File: config.mk
export PLATFORM = sky130hd
export DESIGN_NAME = pwm_capture
export DESIGN_NICKNAME = d
export VERILOG_FILES = /design/src/rtl/pwm_capture.sv
export SDC_FILE = /design/constraint.sdc
export NUM_CORES = 1
export LEC_CHECK = 0
export CAP_MARGIN = 15
export CORE_MARGIN = 2
export CORE_UTILIZATION = 40
export DETAILED_ROUTE_END_ITERATION = 6
export SYNTH_ARGS = -nofsm -noshare
export SYNTH_HDL_FRONTEND = slang
export SYNTH_SLANG_ARGS = --single-unit
File: constraint.sdc
create_clock -name clk -period 8 [get_ports clk]
set_input_delay 1.6 -clock clk [delete_from_list [all_inputs] [get_ports clk]]
set_output_delay 1.6 -clock clk [all_outputs]
set_load 0.02 [all_outputs]
File: src/rtl/pwm_capture.sv
// pwm_capture
//   Samples an external PWM waveform and measures, in clock cycles, the
//   rise-to-rise period and the high time of each complete period. The duty
//   cycle is quantised onto the 0..4 brightness scale of the LED PWM
//   generator. One result is published per period with a one-cycle strobe.
//   A line with no rising edge for TIMEOUT cycles produces a stuck result
//   instead, repeated every TIMEOUT+1 cycles while the line stays static.
//
// Ports
//   clk         in   system clock
//   reset_n     in   asynchronous active-low reset, clears every register
//   pwm_in      in   asynchronous PWM waveform
//   valid       out  one-cycle strobe; level/high_cnt/period_cnt/stuck are new
//   level       out  quantised duty 0..4 (4 only for a stuck-high line)
//   high_cnt    out  high time of the last complete period, cycles
//   period_cnt  out  rise-to-rise period, cycles
//   stuck       out  1 = the last result was a timeout event
//
// Latency: pwm_in rising before edge n gives valid high after edge n+4.
module pwm_capture #(
  parameter int CNT_W   = 20,
  parameter int TIMEOUT = 1000000
) (
  input  logic             clk,
  input  logic             reset_n,
  input  logic             pwm_in,
  output logic             valid,
  output logic [2:0]       level,
  output logic [CNT_W-1:0] high_cnt,
  output logic [CNT_W-1:0] period_cnt,
  output logic             stuck
);

  localparam logic [1:0] ST_IDLE = 2'd0;
  localparam logic [1:0] ST_HIGH = 2'd1;
  localparam logic [1:0] ST_LOW  = 2'd2;

  localparam int               PW       = CNT_W + 3;
  localparam logic [CNT_W-1:0] CNT_ZERO = '0;
  localparam logic [CNT_W-1:0] CNT_ONE  = {{(CNT_W-1){1'b0}}, 1'b1};
  localparam logic [CNT_W-1:0] CNT_MAX  = '1;
  localparam logic [CNT_W-1:0] TMO      = CNT_W'(TIMEOUT);

  // Saturating increment: a counter parked at all-ones stays there.
  function automatic logic [CNT_W-1:0] sat_inc(input logic [CNT_W-1:0] v);
    if (v == CNT_MAX) sat_inc = v;
    else              sat_inc = v + CNT_ONE;
  endfunction

  // Largest k in 0..3 with 4*hi >= k*per. All products fit in PW bits.
  function automatic logic [1:0] quant_level(input logic [CNT_W-1:0] hi,
                                             input logic [CNT_W-1:0] per);
    logic [PW-1:0] h4, p1, p2, p3;
    h4 = {1'b0, hi, 2'b00};
    p1 = {3'b000, per};
    p2 = {2'b00, per, 1'b0};
    p3 = p1 + p2;
    if      (h4 >= p3) quant_level = 2'd3;
    else if (h4 >= p2) quant_level = 2'd2;
    else if (h4 >= p1) quant_level = 2'd1;
    else               quant_level = 2'd0;
  endfunction

  logic             s1_q, s2_q, s3_q;
  logic [2:0]       prm_q;
  logic             rise, fall, tmo_hit;
  logic [CNT_W-1:0] cnt_q, cnt_d;
  logic [CNT_W-1:0] tcnt_q, tcnt_d;
  logic [1:0]       state_q, state_d;
  logic [CNT_W-1:0] hcap_q, hcap_d;
  logic             cap_stb_q, cap_stb_d;
  logic [CNT_W-1:0] cper_q, cper_d;
  logic [CNT_W-1:0] chigh_q, chigh_d;
  logic             vld_p0;
  logic [1:0]       lvl_p0;
  logic [CNT_W-1:0] per_p0, high_p0;
  logic             valid_q, stuck_q;
  logic [2:0]       level_q;
  logic [CNT_W-1:0] high_q, per_q;

  // Edges are qualified by prm_q[2] so the reset value of s3 is never
  // mistaken for a real sample: a line already high when reset releases
  // must not look like a rising edge.
  always_comb begin
    rise    = s2_q & ~s3_q & prm_q[2];
    fall    = ~s2_q & s3_q & prm_q[2];
    tmo_hit = (tcnt_q == TMO) & ~rise;
    cnt_d   = rise ? CNT_ONE : sat_inc(cnt_q);
    tcnt_d  = (rise | tmo_hit) ? CNT_ZERO : tcnt_q + CNT_ONE;
  end

  always_comb begin
    state_d   = state_q;
    hcap_d    = hcap_q;
    cap_stb_d = 1'b0;
    cper_d    = cper_q;
    chigh_d   = chigh_q;
    if (tmo_hit) begin
      state_d = ST_IDLE;
    end else begin
      case (state_q)
        ST_IDLE: if (rise) state_d = ST_HIGH;
        ST_HIGH: begin
          if (fall) begin
            hcap_d  = cnt_q;
            state_d = ST_LOW;
          end else if (rise) begin
            // Missed fall: the whole period counts as high.
            cap_stb_d = 1'b1;
            cper_d    = cnt_q;
            chigh_d   = cnt_q;
          end
        end
        ST_LOW: begin
          if (rise) begin
            cap_stb_d = 1'b1;
            cper_d    = cnt_q;
            chigh_d   = hcap_q;
            state_d   = ST_HIGH;
          end
        end
        default: state_d = ST_IDLE;
      endcase
    end
  end

  // Synchroniser, counters and measurement FSM
  always_ff @(posedge clk or negedge reset_n) begin
    if (!reset_n) begin
      s1_q      <= 1'b0;
      s2_q      <= 1'b0;
      s3_q      <= 1'b0;
      prm_q     <= 3'b000;
      cnt_q     <= CNT_ZERO;
      tcnt_q    <= CNT_ZERO;
      state_q   <= ST_IDLE;
      hcap_q    <= CNT_ZERO;
      cap_stb_q <= 1'b0;
      cper_q    <= CNT_ZERO;
      chigh_q   <= CNT_ZERO;
    end else begin
      s1_q      <= pwm_in;
      s2_q      <= s1_q;
      s3_q      <= s2_q;
      prm_q     <= {prm_q[1:0], 1'b1};
      cnt_q     <= cnt_d;
      tcnt_q    <= tcnt_d;
      state_q   <= state_d;
      hcap_q    <= hcap_d;
      cap_stb_q <= cap_stb_d;
      cper_q    <= cper_d;
      chigh_q   <= chigh_d;
    end
  end

  // p0: duty quantisation
  always_ff @(posedge clk or negedge reset_n) begin
    if (!reset_n) begin
      vld_p0  <= 1'b0;
      lvl_p0  <= 2'd0;
      per_p0  <= CNT_ZERO;
      high_p0 <= CNT_ZERO;
    end else begin
      vld_p0  <= cap_stb_q;
      lvl_p0  <= quant_level(chigh_q, cper_q);
      per_p0  <= cper_q;
      high_p0 <= chigh_q;
    end
  end

  // p1: published result; a stuck event bypasses the quantiser.
  always_ff @(posedge clk or negedge reset_n) begin
    if (!reset_n) begin
      valid_q <= 1'b0;
      stuck_q <= 1'b0;
      level_q <= 3'd0;
      high_q  <= CNT_ZERO;
      per_q   <= CNT_ZERO;
    end else if (tmo_hit) begin
      valid_q <= 1'b1;
      stuck_q <= 1'b1;
      level_q <= s2_q ? 3'd4 : 3'd0;
      high_q  <= CNT_ZERO;
      per_q   <= CNT_ZERO;
    end else if (vld_p0) begin
      valid_q <= 1'b1;
      stuck_q <= 1'b0;
      level_q <= {1'b0, lvl_p0};
      high_q  <= high_p0;
      per_q   <= per_p0;
    end else begin
      valid_q <= 1'b0;
    end
  end

  assign valid      = valid_q;
  assign level      = level_q;
  assign high_cnt   = high_q;
  assign period_cnt = per_q;
  assign stuck      = stuck_q;

endmodule

# Word-level counts from Yosys, hierarchy flattened

Index checks and enable logic that the tools add are counted.

Register bits after elaboration: 197
Output and inout port bits: 45

$add $sub $neg: 3
$lt $le $gt $ge: 3
Eq/ne operators: 10
Mux-type cells: 32
Bitwise operators: 10
Reductions and logical operators: 8

Operators with widths:

| cell                    | number |
|---|---|
| $mux W20                | 12 |
| $pmux W20 S2            | 2 |
| $add A20 B1 Y20 const B | 2 |
| $eq A20 B20 Y1 const B  | 2 |
| $add A20 B21 Y22        | 1 |
| $ge A22 B20 Y1          | 1 |
| $ge A22 B21 Y1          | 1 |
| $ge A22 B22 Y1          | 1 |
| $mux W2                 | 5 |
| $mux W3                 | 3 |
| $mux W1                 | 8 |
| $ne A2 B2 Y1 const B    | 4 |
| $reduce_and A3 Y1       | 2 |
| $and A1 B1 Y1           | 5 |
| $reduce_and A5 Y1       | 1 |
| $not A1 Y1              | 4 |
| $pmux W2 S2             | 1 |
| $reduce_bool A2 Y1      | 2 |
| $ne A3 B1 Y1 const B    | 1 |
| $ne A3 B3 Y1 const B    | 1 |
| $eq A2 B1 Y1 const B    | 1 |
| $eq A2 B2 Y1 const B    | 1 |
| $logic_not A2 Y1        | 1 |
| $pmux W1 S2             | 1 |
| 3 further kinds         | 3 |

# Logic depth before layout (Yosys ltp)

Gate-level depths: netlist of run 1.

Depth after elaboration: 7
Depth in mapped cells: 15
Depth with buffers taken out: 15

# Least setup slack after synthesis of run 1

Ideal clock, no wire load.

Path type: register to register
From: register cper_q[2]
To: register lvl_p0[0]
Data arrival time: 2.960 ns
Required time: 7.876 ns
Slack: 4.917 ns
Stages on the path, launching flop included: 15
Clock period less this slack: 3.083 ns
Cells stage by stage: dfrtp_1 > ha_1 > nor2b_1 > o31a_1 > o21ai_2 > o21ai_2 > a221oi_2 > xor2_1 > ha_1 > a21o_1 > a21o_1 > a211oi_1 > o31a_1 > o21ai_0 > o21bai_1

Word-level cells in the longest chain between the ends: 4

RTL lines:

| element                                                  | RTL line | RTL |
|---|---|---|
| start, declared                                          | 72       | `logic [CNT_W-1:0] cper_q, cper_d;` |
| start signal, assigned                                   | 151      | `cper_q <= cper_d;` |
| branches (longest 3 deep; another with $add A20 B21 Y22) | --       |  |
| $mux W2 (*)                                              | 58       | `if (h4 >= p3) quant_level = 2'd3;` |
| end signal, assigned                                     | 165      | `lvl_p0 <= quant_level(chigh_q, cper_q);` |
| end, declared                                            | 75       | `logic [1:0] lvl_p0;` |

Mark *: on every way between the ends.
A chain may end at the register's enable or synchronous reset.

# Final worst setup path of run 1

From: register cper_q[1]
To: register lvl_p0[0]

Same word-level chain as after synthesis.

==> flow_metrics.py, run 1 <==
metrics = {
    "outcome": {
        "status": "finished clean",
    },
    "min_path": {
        "hold_depth": 0,
        "worst_hold_path_type": "reg -> reg",
        "hold-path-endpoint": "prm_q[1]",
        "worstHoldStart": "prm_q[0]",
    },
    "floorplanning": {
        "top_level_ports": 48,
        "rows": 57,
        "start_util": 0.409,
        "coreArea_um2": 24400,
        "die-width_um": 162,
        "dieArea_um2": 26200,
        "chipHeight_um": 162,
    },
    "placement": {
        "dp.cells": 1258,
        "io_buffers": 47,
        "hpwl_um": 13700,
        "dp_slack_ns": 4.39,
        "globalplace.congestion": 0.864,
    },
    "cts": {
        "cts_max_level": 4,
        "cts_hold_buf": 0,
        "cts-buffers-inserted": 17,
        "cts_setup_buffers": 0,
        "cts_sinks": 197,
        "cts_buffer_depth": 2,
        "clkLatencyLatePin_ns": 0.43,
        "cts_tree": "built",
        "cts_resized": 0,
        "clk_pin_slew_worst_paths_ns": 0.07,
        "root_buffer": "clkbuf_16",
    },
    "grt": {
        "grt_pass1_wl_um": 34100,
        "grt_pass1_vias": 6830,
        "grt_remaining_overflow": 0,
        "grtUsageTotal": 0.161,
        "grt_max_degree": 93,
        "antenna_found_initial": 0,
    },
    "job": {
        "maxCapViolCount": 0,
    },
    "final_layout": {
        "seq_area_um2": 4930,
        "syn2layout_area_growth_pct": 13.8,
        "fin_cells": 1288,
        "multi_input_area_um2": 4760,
        "fin_nets": 1040,
        "fill_cells": 2296,
        "layout_commonest_cell": "dfrtp_1",
        "diodes": 0,
        "layout_common_cells": "dfrtp_1, nor2_1, ha_1, mux2i_1, a21oi_1",
        "layout-drive-gt1-share": 0.0871,
    },
    "drt": {
        "viasPerCell": 5.13,
        "drcViolationCount": 0,
        "vias": 6605,
        "wl_per_cell_um": 15.2,
        "dr.pass1.iters": 5,
        "drt-initial-drc-count": 386,
        "drtAntennaViolNets": 0,
        "drt_wl_total_um": 19600,
    },
    "timing": {
        "post-route-min-period_ns": 3.60,
        "tns_ns": 0,
        "final_max_slew_viol_count": 0,
        "finalCritPeriodShare": 0.450,
        "hold_viol": 0,
        "tightestPinTransition_ns": 0.755,
        "rsz0062_at_grt": "false",
        "finClkSkew_ns": 0.0104,
        "postLayoutSetupSlackWorst_ns": 4.40,
        "setup_viol": 0,
        "slew_headroom": 0.496,
        "fmax_mhz": 278,
    },
    "yosys": {
        "synth_area_um2": 9970,
        "ys_seq_area_frac": 0.494,
        "ys_ff_latch": 197,
        "async_reset_ff_frac": 1.00,
        "synth_nets": 1001,
        "syn_avg_cell_area_um2": 10.9,
        "yosys_warnings": 0,
        "synth_flop_cell": "dfrtp_1",
        "yosysUniqueCellTypes": 64,
        "synth_edf_count": 0,
        "syn_inst": 914,
    },
    "setup_path": {
        "r2r_slack_ns": 4.40,
        "worstSetupStartpointType": "flop",
        "r2r_cells": 15,
        "path_max_fanout": 7,
        "critPathArrivalTime_ns": 3.90,
        "rr_startpoint": "cper_q[1]",
        "rr_endpoint": "lvl_p0[0]",
        "worstSetupEndpointType": "flop",
        "required_ns": 8.30,
        "crit_type": "reg -> reg",
    },
    "power": {
        "power.density_nw_per_um2": 299,
        "p_total_mw": 3.39,
        "peakVddDrop_mv": 0.159,
        "p_leak_nw": 5.00,
    },
}
## how the worst max path moves through the flow
stage	cells past startpoint	endpoint	from
after floorplan	14	lvl_p0[0]	cper_q[2]
after global placement	15	lvl_p0[0]	cper_q[1]
after detailed placement	15	lvl_p0[0]	cper_q[1]
after CTS	15	lvl_p0[0]	cper_q[1]
after global routing	15	lvl_p0[0]	cper_q[1]
final	15	lvl_p0[0]	cper_q[1]
## per-layer routing
layer / part of all wire / vias to the layer above / track usage
met1: 0.51 / 3201 / 0.223
met3: 0.024 / 17 / 0.0248
met4: 0.015 / 0 / 0.0491
li1: - / 3297 / -
met5: 0 / - / 0
met2: 0.45 / 90 / 0.260
## critical path, cell delays in order (launching register included)
cell       delay (ns)
dfrtp_1          0.46
inv_1            0.12
fa_1             0.48
nor2b_1          0.18
o31a_1           0.20
or2_2            0.15
nor2_1           0.04
o21ai_0          0.20
xnor2_1          0.15
ha_1             0.27
and3_1           0.16
o2111ai_1        0.10
a21oi_1          0.07
a2111oi_0        0.49
o21ai_0          0.20
o21bai_1         0.19
## synth_stat cells (all sizes together) (8+ instances only)
library cell,n,area [µm²]
a211oi,8,60.1
a21o,16,120
a21oi,56,284
buf,20,123
clkbuf,16,60.1
dfrtp,197,4930
ha,83,1040
inv,28,105
mux2,22,323
mux2i,66,661
nand2,51,191
nand2b,8,50.1
nand3,20,100
nand4,20,131
nor2,122,465
nor3,13,80.1
o21ai,52,268
xnor2,15,131
xor2,31,272
## per-stage QoR
| stage | utilization | hold slack [ns] | instance area, µm² |
|---|---|---|---|
| 4_1_cts | 0.465 | 0.352 | 11300 |
| 3_5_place_dp | 0.441 | 0.335 | 10700 |
| 5_1_grt | 0.465 | 0.361 | 11300 |
| 2_1_floorplan | - | 0.331 | 9970 |
| 6_report | 0.465 | 0.351 | 11300 |
| 3_3_place_gp | 0.441 | 0.333 | 10700 |
## flip-flops by register name, summed over array words and instances, names as in the netlist, 2 cells and up
signal      cells
high_cnt       20
tcnt_q         20
level           3
high_p0        20
lvl_p0          2
chigh_q        20
cper_q         20
period_cnt     20
per_p0         20
prm_q           3
cnt_q          20
hcap_q         20
state_q         2
## final cells by class
type / instances / area share
timing repair buffer: 56 / 0.0478
clock inverter: 11 / 0.0133
multi-input combinational: 653 / 0.420
tap: 324 / 0.0357
sequential: 197 / 0.435
inverter: 28 / 0.00927
clock buffer: 19 / 0.0391
## logic make-up after synthesis
family          share of synthesized area
compound gates                     0.0979
xor+xnor                           0.0404
fa+ha+maj                           0.106
buf+inv                            0.0289
flops                               0.494
mux                                0.0986
other cells                      0.000376
simple gates                        0.133
## power breakdown
part | total [mW] | leakage (nW) | internal [mW] | switching (mW)
combinational | 1.06 | 2.14 | 0.509 | 0.551
sequential | 1.45 | 2.57 | 1.23 | 0.222
clock | 0.878 | 0.290 | 0.500 | 0.378
(Power assumes the default switching activity.)
==> inputs of run 2 (changes only) <==
- clock period: 8 -> 3.7 ns (I/O delays scaled with it)
==> flow_metrics.py, run 2 (same netlist as run 1, synthesis figures left out) <==
metrics = {
    "timing": {
        "postLayoutSetupSlackWorst_ns": 0.309,
        "fmax_mhz": 295,
        "tightestPinTransition_ns": 1.04,
        "tns_ns": 0,
        "finClkSkew_ns": 0.0115,
        "hold_viol": 0,
        "final_max_slew_viol_count": 0,
        "post-route-min-period_ns": 3.39,
        "slew_headroom": 0.308,
        "rsz0062_at_grt": "false",
        "setup_viol": 0,
        "finalCritPeriodShare": 0.916,
    },
    "cts": {
        "clk_pin_slew_worst_paths_ns": 0.07,
        "cts_buffer_depth": 2,
        "cts_sinks": 197,
        "clkLatencyLatePin_ns": 0.43,
        "cts_max_level": 4,
        "root_buffer": "clkbuf_16",
        "cts-buffers-inserted": 17,
        "cts_setup_buffers": 0,
        "cts_tree": "built",
    },
    "drt": {
        "drtAntennaViolNets": 0,
        "vias": 6639,
        "drt_wl_total_um": 19900,
        "dr.pass1.iters": 5,
        "wl_per_cell_um": 15.4,
        "drt-initial-drc-count": 398,
        "viasPerCell": 5.14,
        "drcViolationCount": 0,
    },
    "min_path": {
        "worstHoldStart": "prm_q[1]",
        "worst_hold_path_type": "reg -> reg",
    },
    "floorplanning": {
        "dieArea_um2": 26200,
        "die-width_um": 162,
        "coreArea_um2": 24400,
        "start_util": 0.409,
        "chipHeight_um": 162,
        "rows": 57,
        "top_level_ports": 48,
    },
    "setup_path": {
        "path_max_fanout": 4,
        "worstSetupStartpointType": "flop",
        "rr_startpoint": "cper_q[2]",
        "crit_type": "reg -> reg",
        "r2r_slack_ns": 0.31,
        "critPathArrivalTime_ns": 3.71,
        "crit_start": "cper_q[2]",
        "worstSetupEndpointType": "flop",
        "required_ns": 4.02,
    },
    "placement": {
        "placed_cell_area_um2": 10800,
        "globalplace.congestion": 0.863,
        "hpwl_um": 13900,
        "io_buffers": 47,
        "dp_slack_ns": 0.227,
        "dp.cells": 1262,
    },
    "grt": {
        "grt_pass1_wl_um": 34600,
        "antenna_found_initial": 0,
        "grtUsageTotal": 0.162,
        "grt_max_degree": 94,
        "grt_remaining_overflow": 0,
        "grt_pass1_vias": 6741,
    },
    "final_layout": {
        "layout_commonest_cell": "dfrtp_1",
        "fin_cells": 1292,
        "stdcell_area_um2": 11500,
        "fin_nets": 1044,
        "layout-drive-gt1-share": 0.0919,
        "diodes": 0,
        "fill_cells": 2264,
        "final_core_util": 0.470,
        "syn2layout_area_growth_pct": 14.9,
        "layout_common_cells": "dfrtp_1, nor2_1, ha_1, mux2i_1, a21oi_1",
    },
    "power": {
        "power.density_nw_per_um2": 656,
        "peakVddDrop_mv": 0.285,
        "p_leak_nw": 5.06,
    },
    "job": {
        "maxCapViolCount": 0,
    },
    "outcome": {
        "status": "finished clean",
    },
}
[run 2: worst paths after layout]
kind	end	cells after the start
setup / recovery	lvl_p0[0]	15
hold reg to reg	prm_q[2]	0
setup reg to reg	lvl_p0[0]	15
min in group asynchronous	high_cnt[1]	1
max in group asynchronous	cper_q[15]	2
hold / removal	prm_q[2]	0
[run 2: routing by layer]
layer / vias up / wire length (µm) / global-route usage
met5: - / 0 / 0
met4: 0 / 398 / 0.0507
met3: 24 / 638 / 0.0304
met2: 104 / 8900 / 0.253
met1: 3206 / 10000 / 0.231
li1: 3305 / - / -
[run 2: final cells by class]
| type | count | area [µm²] | share of cell area |
|---|---|---|---|
| clock buffer | 19 | 443 | 0.0387 |
| timing repair buffer | 60 | 609 | 0.0532 |
| sequential | 197 | 4930 | 0.430 |
| tap | 324 | 405 | 0.0354 |
| clock inverter | 11 | 199 | 0.0174 |
| inverter | 28 | 105 | 0.00917 |
| multi-input combinational | 653 | 4770 | 0.416 |
[run 2: what timing repair did]
action                     4_1_cts  5_1_grt
setup endpoints to repair        0        2
hold buffers                     0        0
resized for setup                0        3
[run 2: metrics by stage]
step / power [mW] / hold WS, ns
4_1_cts: 7.60 / 0.355
2_1_floorplan: 4.65 / 0.331
3_3_place_gp: 5.45 / 0.333
3_5_place_dp: 5.53 / 0.337
5_1_grt: 8.10 / 0.358
6_report: 7.52 / 0.351
[run 2: power breakdown]
| part | internal, mW | switching (mW) |
|---|---|---|
| Combinational | 1.13 | 1.20 |
| Clock | 1.22 | 0.821 |
| Sequential | 2.65 | 0.492 |
[run 2: critical path: stages, from the launching register on]
cell and delay, ns:
dfrtp_1 0.42, ha_1 0.36, nor2b_1 0.16, o31a_1 0.28, or2_2 0.30, nor2_1 0.09, o21ai_1 0.08, xnor2_1 0.14
ha_1 0.31, and3_1 0.16, o2111ai_1 0.10, a21oi_1 0.06, a2111oi_1 0.38, buf_4 0.17, o21ai_0 0.10, o21bai_1 0.16
==> inputs of run 3 (changes only) <==
- SKIP_CTS_REPAIR_TIMING: unset -> 1
- TNS_END_PERCENT: unset -> 100
==> results of run 3 <==
Same layout as run 2: the final DEF is identical, and so are final timing and power.
